**src/rtl/rst_seq_if.sv**
```systemverilog
// Lock/button inputs and reset outputs of the core reset sequencer.
// The slave side is the sequencer; the master side is whoever drives it.
interface rst_seq_if;
    logic pll_lock;
    logic btn_n;
    logic rst_core;
    logic run;
    logic btn_evt;

    modport master (
        output pll_lock,
        output btn_n,
        input  rst_core,
        input  run,
        input  btn_evt
    );

    modport slave (
        input  pll_lock,
        input  btn_n,
        output rst_core,
        output run,
        output btn_evt
    );
endinterface

```
**src/rtl/rst_seq.sv**
```systemverilog
// Core reset sequencer: qualifies PLL lock and a debounced push button.
// Produces the stretched core reset, the run flag and a one-cycle press event.
//
// state       | meaning
// ------------+-------------------------------------------------------
// S_RESET     | first cycle after rst; always moves on to S_WAIT_LOCK
// S_WAIT_LOCK | core held in reset until the synchronized lock is seen
// S_HOLD      | lock present, stretching rst_core for HOLD_CYCLES
// S_RUN       | core released; lock loss or a press re-asserts reset
module rst_seq #(
    parameter int          SYNC_STAGES = 2,
    parameter logic [15:0] DEB_CYCLES  = 16'd50000,
    parameter logic [7:0]  HOLD_CYCLES = 8'd16
) (
    input logic     clk,
    input logic     rst,
    rst_seq_if.slave bus
);

    typedef enum logic [1:0] {
        S_RESET     = 2'd0,
        S_WAIT_LOCK = 2'd1,
        S_HOLD      = 2'd2,
        S_RUN       = 2'd3
    } state_t;

    logic [SYNC_STAGES-1:0] lock_sync_q, lock_sync_d;
    logic [SYNC_STAGES-1:0] btn_sync_q, btn_sync_d;
    logic [15:0]            deb_cnt_q, deb_cnt_d;
    logic                   btn_st_q, btn_st_d;
    logic                   btn_st_dly_q, btn_st_dly_d;
    logic                   btn_evt_q, btn_evt_d;
    logic [7:0]             hold_cnt_q, hold_cnt_d;
    state_t                 state_q, state_d;
    logic                   rst_core_q, rst_core_d;
    logic                   run_q, run_d;

    logic lock_s;
    logic btn_s;
    logic press_acc;

    assign lock_s = lock_sync_q[SYNC_STAGES-1];
    assign btn_s  = btn_sync_q[SYNC_STAGES-1];

    always_comb begin
        lock_sync_d = {lock_sync_q[SYNC_STAGES-2:0], bus.pll_lock};
        btn_sync_d  = {btn_sync_q[SYNC_STAGES-2:0], bus.btn_n};
    end

    // A new level is taken only after DEB_CYCLES consecutive differing samples.
    always_comb begin
        deb_cnt_d    = 16'd0;
        btn_st_d     = btn_st_q;
        press_acc    = 1'b0;
        btn_st_dly_d = btn_st_q;
        btn_evt_d    = btn_st_dly_q & ~btn_st_q;
        if (btn_s != btn_st_q) begin
            if (deb_cnt_q == DEB_CYCLES - 16'd1) begin
                btn_st_d  = btn_s;
                press_acc = ~btn_s;
            end else begin
                deb_cnt_d = deb_cnt_q + 16'd1;
            end
        end
    end

    always_comb begin
        state_d    = state_q;
        hold_cnt_d = hold_cnt_q;
        case (state_q)
            S_RESET: begin
                state_d    = S_WAIT_LOCK;
                hold_cnt_d = 8'd0;
            end
            S_WAIT_LOCK: begin
                hold_cnt_d = 8'd0;
                if (lock_s) begin
                    state_d = S_HOLD;
                end
            end
            S_HOLD: begin
                if (!lock_s) begin
                    state_d    = S_WAIT_LOCK;
                    hold_cnt_d = 8'd0;
                end else if (hold_cnt_q == HOLD_CYCLES - 8'd1) begin
                    state_d    = S_RUN;
                    hold_cnt_d = 8'd0;
                end else begin
                    hold_cnt_d = hold_cnt_q + 8'd1;
                end
            end
            S_RUN: begin
                // Lock loss wins over a simultaneous press.
                if (!lock_s) begin
                    state_d = S_WAIT_LOCK;
                end else if (press_acc) begin
                    state_d    = S_HOLD;
                    hold_cnt_d = 8'd0;
                end
            end
            default: begin
                state_d    = S_RESET;
                hold_cnt_d = 8'd0;
            end
        endcase
        rst_core_d = (state_d != S_RUN);
        run_d      = (state_d == S_RUN);
    end

    always_ff @(posedge clk) begin
        if (rst) begin
            lock_sync_q  <= '0;
            btn_sync_q   <= '1;
            deb_cnt_q    <= 16'd0;
            btn_st_q     <= 1'b1;
            btn_st_dly_q <= 1'b1;
            btn_evt_q    <= 1'b0;
            hold_cnt_q   <= 8'd0;
            state_q      <= S_RESET;
            rst_core_q   <= 1'b1;
            run_q        <= 1'b0;
        end else begin
            lock_sync_q  <= lock_sync_d;
            btn_sync_q   <= btn_sync_d;
            deb_cnt_q    <= deb_cnt_d;
            btn_st_q     <= btn_st_d;
            btn_st_dly_q <= btn_st_dly_d;
            btn_evt_q    <= btn_evt_d;
            hold_cnt_q   <= hold_cnt_d;
            state_q      <= state_d;
            rst_core_q   <= rst_core_d;
            run_q        <= run_d;
        end
    end

    assign bus.rst_core = rst_core_q;
    assign bus.run      = run_q;
    assign bus.btn_evt  = btn_evt_q;

endmodule
```
**src/flat_wrapper.sv**
```systemverilog
// flat-port wrapper written by rule: the top's interface ports become plain ports
module rst_seq_flat 
#(
    parameter int          SYNC_STAGES = 2,
    parameter logic [15:0] DEB_CYCLES  = 16'd50000,
    parameter logic [7:0]  HOLD_CYCLES = 8'd16
)
  (clk, rst, bus_pll_lock, bus_btn_n, bus_rst_core, bus_run, bus_btn_evt);
  rst_seq_if bus_i ();
  input logic clk;
  input logic rst;
  input wire logic [$bits(bus_i.pll_lock)-1:0] bus_pll_lock;
  input wire logic [$bits(bus_i.btn_n)-1:0] bus_btn_n;
  output wire logic [$bits(bus_i.rst_core)-1:0] bus_rst_core;
  output wire logic [$bits(bus_i.run)-1:0] bus_run;
  output wire logic [$bits(bus_i.btn_evt)-1:0] bus_btn_evt;
  assign bus_i.pll_lock = bus_pll_lock;
  assign bus_i.btn_n = bus_btn_n;
  assign bus_rst_core = bus_i.rst_core;
  assign bus_run = bus_i.run;
  assign bus_btn_evt = bus_i.btn_evt;
  rst_seq #(.SYNC_STAGES(SYNC_STAGES), .DEB_CYCLES(DEB_CYCLES), .HOLD_CYCLES(HOLD_CYCLES)) u_core (.clk(clk), .rst(rst), .bus(bus_i));
endmodule
```
**config.mk**
```make
export PLATFORM = sky130hd
export DESIGN_NAME = rst_seq_flat
export DESIGN_NICKNAME = d
export VERILOG_FILES = /design/src/rtl/rst_seq_if.sv /design/src/rtl/rst_seq.sv /design/src/flat_wrapper.sv
export SDC_FILE = /design/constraint.sdc
export NUM_CORES = 1
export LEC_CHECK = 0
export CAP_MARGIN = 20
export CORE_MARGIN = 8
export CORE_UTILIZATION = 30
export CTS_BUF_LIST = sky130_fd_sc_hd__clkbuf_2 sky130_fd_sc_hd__clkbuf_4 sky130_fd_sc_hd__clkbuf_8
export CTS_CLUSTER_DIAMETER = 60
export DETAILED_ROUTE_END_ITERATION = 10
export PLACE_DENSITY_LB_ADDON = 0.05
export SYNTH_ARGS = -nofsm -noshare
export SYNTH_HDL_FRONTEND = slang
export SYNTH_SLANG_ARGS = --single-unit
```
**constraint.sdc**
```tcl
create_clock -name clk -period 3.5 [get_ports clk]
set_clock_uncertainty 0.05 [all_clocks]
set_input_delay 0.7 -clock clk [delete_from_list [all_inputs] [get_ports clk]]
set_output_delay 0.7 -clock clk [all_outputs]
set_load 0.005 [all_outputs]
```
After elaboration in Yosys (flattened, before gate mapping). Index checks and enable logic that the tools add are counted.

Flip-flop bits (word level): 35. Output and inout bits: 3. Word-level logic and storage cells: 44.

Add/sub/neg operators: 2. Eq/ne operators: 10. Muxes and demuxes: 13. Bitwise logic cells: 4. Reductions and logical operators: 5.

Operators with widths (count): $mux 8 (4); $pmux 8 s3 (1); $add 16x1->16 const B (1); $eq 16x16->1 const B (1); $mux 2 (5); $add 8x1->8 const B (1); $eq 8x4->1 const B (1); $pmux 2 s4 (1); $eq 2x2->1 const B (3); $ne 2x1->1 const B (2); $reduce_and 2->1 (2); $not 1->1 (3); $reduce_or 3->1 (1); $eq 2x1->1 const B (1); $logic_not 2->1 (1); $mux 1 (2); $ne 2x2->1 const B (1); $reduce_or 2->1 (1); $and 1x1->1 (1); $ne 1x1->1 (1).

Logic depth before layout (Yosys ltp).
Depth in word-level cells: 7. Depth in mapped cells: 7. Mapped depth without buffers: 5.

Least setup slack after synthesis. No wires, ideal clock.

Kind: in2reg. Start: input rst. End: register u_core.deb_cnt_q[10]. Data arrival time: 1977 ps. Required time: 3386 ps. Path slack: 1409 ps. Stages: 5. Path buffers: 3. Cell sequence: clkdlybuf4s50_1 -> or3_1 -> clkbuf_2 -> buf_2 -> nor2_1.

Longest elaborated chain between the ends: 1.

Ends and longest elaborated chain: from (decl) (line flat_wrapper.sv:11) `input logic rst;`; $reduce_or 3->1 (no line); to (signal assigned) (line rst_seq.sv:125) `deb_cnt_q <= deb_cnt_d;`; to (decl) (line rst_seq.sv:29) `logic [15:0] deb_cnt_q, deb_cnt_d;`.

Every way passes these cells. A chain may end at the register's enable or synchronous reset.

Worst setup path after layout.
Start: register u_core.deb_cnt_q[0]. End: register u_core.hold_cnt_q[2].

Longest elaborated chain between the ends: 5.

Ends and longest elaborated chain: $eq 16x16->1 (line rst_seq.sv:58) `if (deb_cnt_q == DEB_CYCLES - 16'd1) begin`; $mux 1 (line rst_seq.sv:58); $mux 1 (line rst_seq.sv:57) `if (btn_s != btn_st_q) begin`; $ne 2x1->1 (no line); $reduce_and 2->1 (no line); to (signal assigned) (line rst_seq.sv:129) `hold_cnt_q <= hold_cnt_d;`; to (decl) (line rst_seq.sv:33) `logic [7:0] hold_cnt_q, hold_cnt_d;`.

Every way passes these cells.

==> results.tsv <==
metric	value	unit
status	finished, final reports clean	
synthesized-area fraction occupied by xor and xnor cells	8.816	%
largest family of logic cells by synthesized area	simple AND/OR/NAND/NOR gates	
Top FF cell, synth	dfxtp_1	
GRT Total Usage	8.246	%
Core Region	4755	µm²
buffer depth of the longest clock path	2	
Final Hold Viols	0	
Initial Util	31.34	%
critical path cell sequence	ha_1, nand3_1, or4_4, o211ai_4, a311oi_1	
mean number of vias per cell	4.828	
endpoints failing setup	0	
CP max stage cell	or4_4	
max incr delay on CP	0.68	ns
Power Density	452.0	nW/µm²
Synth async-reset ratio	0	%
Startpoint Class	flop	
DRT Pass-1 Iters	5	
cell count after synthesis	161	
Seq/Total Area, Yosys	47.02	%
input/output buffers	6	
vias in the first global route	1139	
layout cells sized above 1	10.53	%
Critical Path RT	3.61	ns
critical path depth	5	
grt ovf	0	
Final Slew Violations	0	
Pwr Total	780.4	µW
Hold Crit Depth	2	
DR WL/cell	12.22	µm
Placer Congestion	0.7273	
Starting DRT DRC Count	78	
WP data arrival	2.35	ns
RSZ-0062 raised after global routing	no	
class of the worst hold path	reg -> reg	
detailed placer's ending HPWL	2020	µm
Slew @ Worst Pin	0.5218	ns
sum of negative setup slack	0	ns
Routed Antenna Nets	0	
Max-slew headroom	65.22	%
Critical path origin	u_core.deb_cnt_q[0]	
simple-gate share of the synthesized area	26.62	%
Final period util	64.22	%
Area Overhead vs Synth	15.87	%
Yosys reg bits	35	
DR vias	1149	
Hold-fix buffers, CTS	0	
die area	7479	µm²
Netlist Area Pre-Place	1490	µm²
Syn Nets	167	
clock root cell	clkbuf_8	
chip height	86.48	µm
htree depth	2	
adder-cell area share of the yosys netlist	1.679	%
Crit Path Max Fanout	8	
commonest non-fill, non-tap cell in the layout	dfxtp_1	
Fmax	444.9	MHz
Yosys Warn Count	0	
multiplexer area fraction after synthesis	0	%
die span in x	86.48	µm
DRC	0	
CTS sink cnt	35	
Antenna diodes	0	
postcts setup bufs	0	
clk_lat worst skew	0.28	ns
critical path type	reg -> reg	
Max Cap Violations	0	
Mapped Avg Cell Area	9.256	µm²
Top Ports	7	
number of synthesized flops with an enable pin	0	
Worst Path Buf+Inv	0	
CTS tree	built	
largest net degree at the start of global routing	19	
Synth Area in Compound Gates	12.76	%
hold path start	u_core.btn_st_dly_q	
Yosys cell types	37	
most frequent cells in the layout	dfxtp_1 (35), nor2_1 (24), xnor2_1 (14)	
fin crit period	2.248	ns
clock-pin slew on the worst setup and hold paths	0.08	ns
Post-CTS Resized	0	
initial antenna violation count	0	
# nets final	176	
first-pass GRT wire length	4899	µm
VDD IR max	0.2620	mV
final WL	2908	µm
crit-path leading delay family	simple AND/OR/NAND/NOR gates	
worst r2r src	u_core.deb_cnt_q[0]	
Rows	25	
CP Capture Type	flop	
Static Leak	0.5398	nW
CTS Buf Count	5	
Reg2Reg Depth	5	
[tightest hold or removal path: stages, from the launching register on]
cell     delay [ns]
dfxtp_1        0.30
inv_1          0.04
nor2_1         0.03
[kinds of logic after synthesis]
group	after synthesis
XOR/XNOR	15
adder cells (fa/ha/maj)	2
AND/OR/NAND/NOR	75
AO/OA/AOI/OAI	24
buffers and inverters	10
flip-flops	35
[through the flow]
| step | cell area [µm²] | instances | util, % | hold slack, ns | setup WS, ns |
|---|---|---|---|---|---|
| 3_3_place_gp | 1614 | 230 | 33.95 | 0.3478 | 1.291 |
| 5_1_grt | 1727 | 238 | 36.32 | 0.3846 | 1.085 |
| 2_1_floorplan | 1490 | 161 | - | 0.3395 | 1.409 |
| 6_report | 1727 | 238 | 36.32 | 0.3593 | 1.252 |
| 3_5_place_dp | 1614 | 230 | 33.95 | 0.3503 | 1.229 |
| 4_1_cts | 1727 | 238 | 36.32 | 0.3616 | 1.238 |
[flip-flops by register name, summed over array words and instances (netlist names)]
signal               count
u_core.hold_cnt_q        8
u_core.lock_sync_q       2
u_core.btn_st_dly_q      1
u_core.btn_sync_q        2
u_core.deb_cnt_q        16
u_core.btn_st_dly_d      1
u_core.bus.rst_core      1
u_core.state_q           2
u_core.bus.run           1
u_core.bus.btn_evt       1
[final timing paths]
path                                              to  slack [ns]
worst max register to register  u_core.hold_cnt_q[2]        1.25
worst min-delay path              u_core.bus.btn_evt        0.36
worst min register to register    u_core.bus.btn_evt        0.36
worst max-delay path            u_core.hold_cnt_q[2]        1.25
[cells in the mapped netlist (2+ instances only)]
cell	count	area share, %
inv_1	5	1.3
dfxtp_1	35	47
xnor2_1	14	8.2
nand2b_1	4	1.7
nand3b_1	2	1.0
and3_1	3	1.3
or2_2	3	1.3
nor4_1	5	2.1
nor2b_1	2	0.84
o21ai_1	2	0.67
nand3_1	7	2.4
a311oi_1	6	3.5
o21a_1	2	1.0
nand4_1	3	1.3
ha_1	2	1.7
a21oi_1	6	2.0
or4b_4	2	1.8
clkbuf_1	2	0.50
nor2_1	24	6.0
nor3_1	4	1.3
nand2_1	11	2.8
a41oi_1	2	1.2
[layer usage]
metal / part of all wire [%] / routed length, µm / GRT usage [%]
met1: 47 / 1373 / 8.393
met2: 48 / 1402 / 14.86
met4: 1.7 / 48 / 3.912
met3: 2.9 / 84 / 2.647
met5: 0 / 0 / 0
[report_power, final]
group	internal, mW	total [mW]	switching, mW
Combinational	0.00783	0.0144	0.00661
Sequential	0.401	0.405	0.00388
Clock	0.212	0.361	0.149
Total	0.621	0.780	0.159
[final cells by class]
| type | instances | area [µm²] |
|---|---|---|
| fill | 506 | 3028 |
| multi-input combinational | 116 | 743.2 |
| sequential | 35 | 700.7 |
| tap | 67 | 83.83 |
| clock buffer | 5 | 68.82 |
| timing repair buffer | 7 | 67.56 |
| clock inverter | 3 | 43.79 |
| inverter | 5 | 18.77 |
Note: power is estimated with default switching activity, not from simulation.
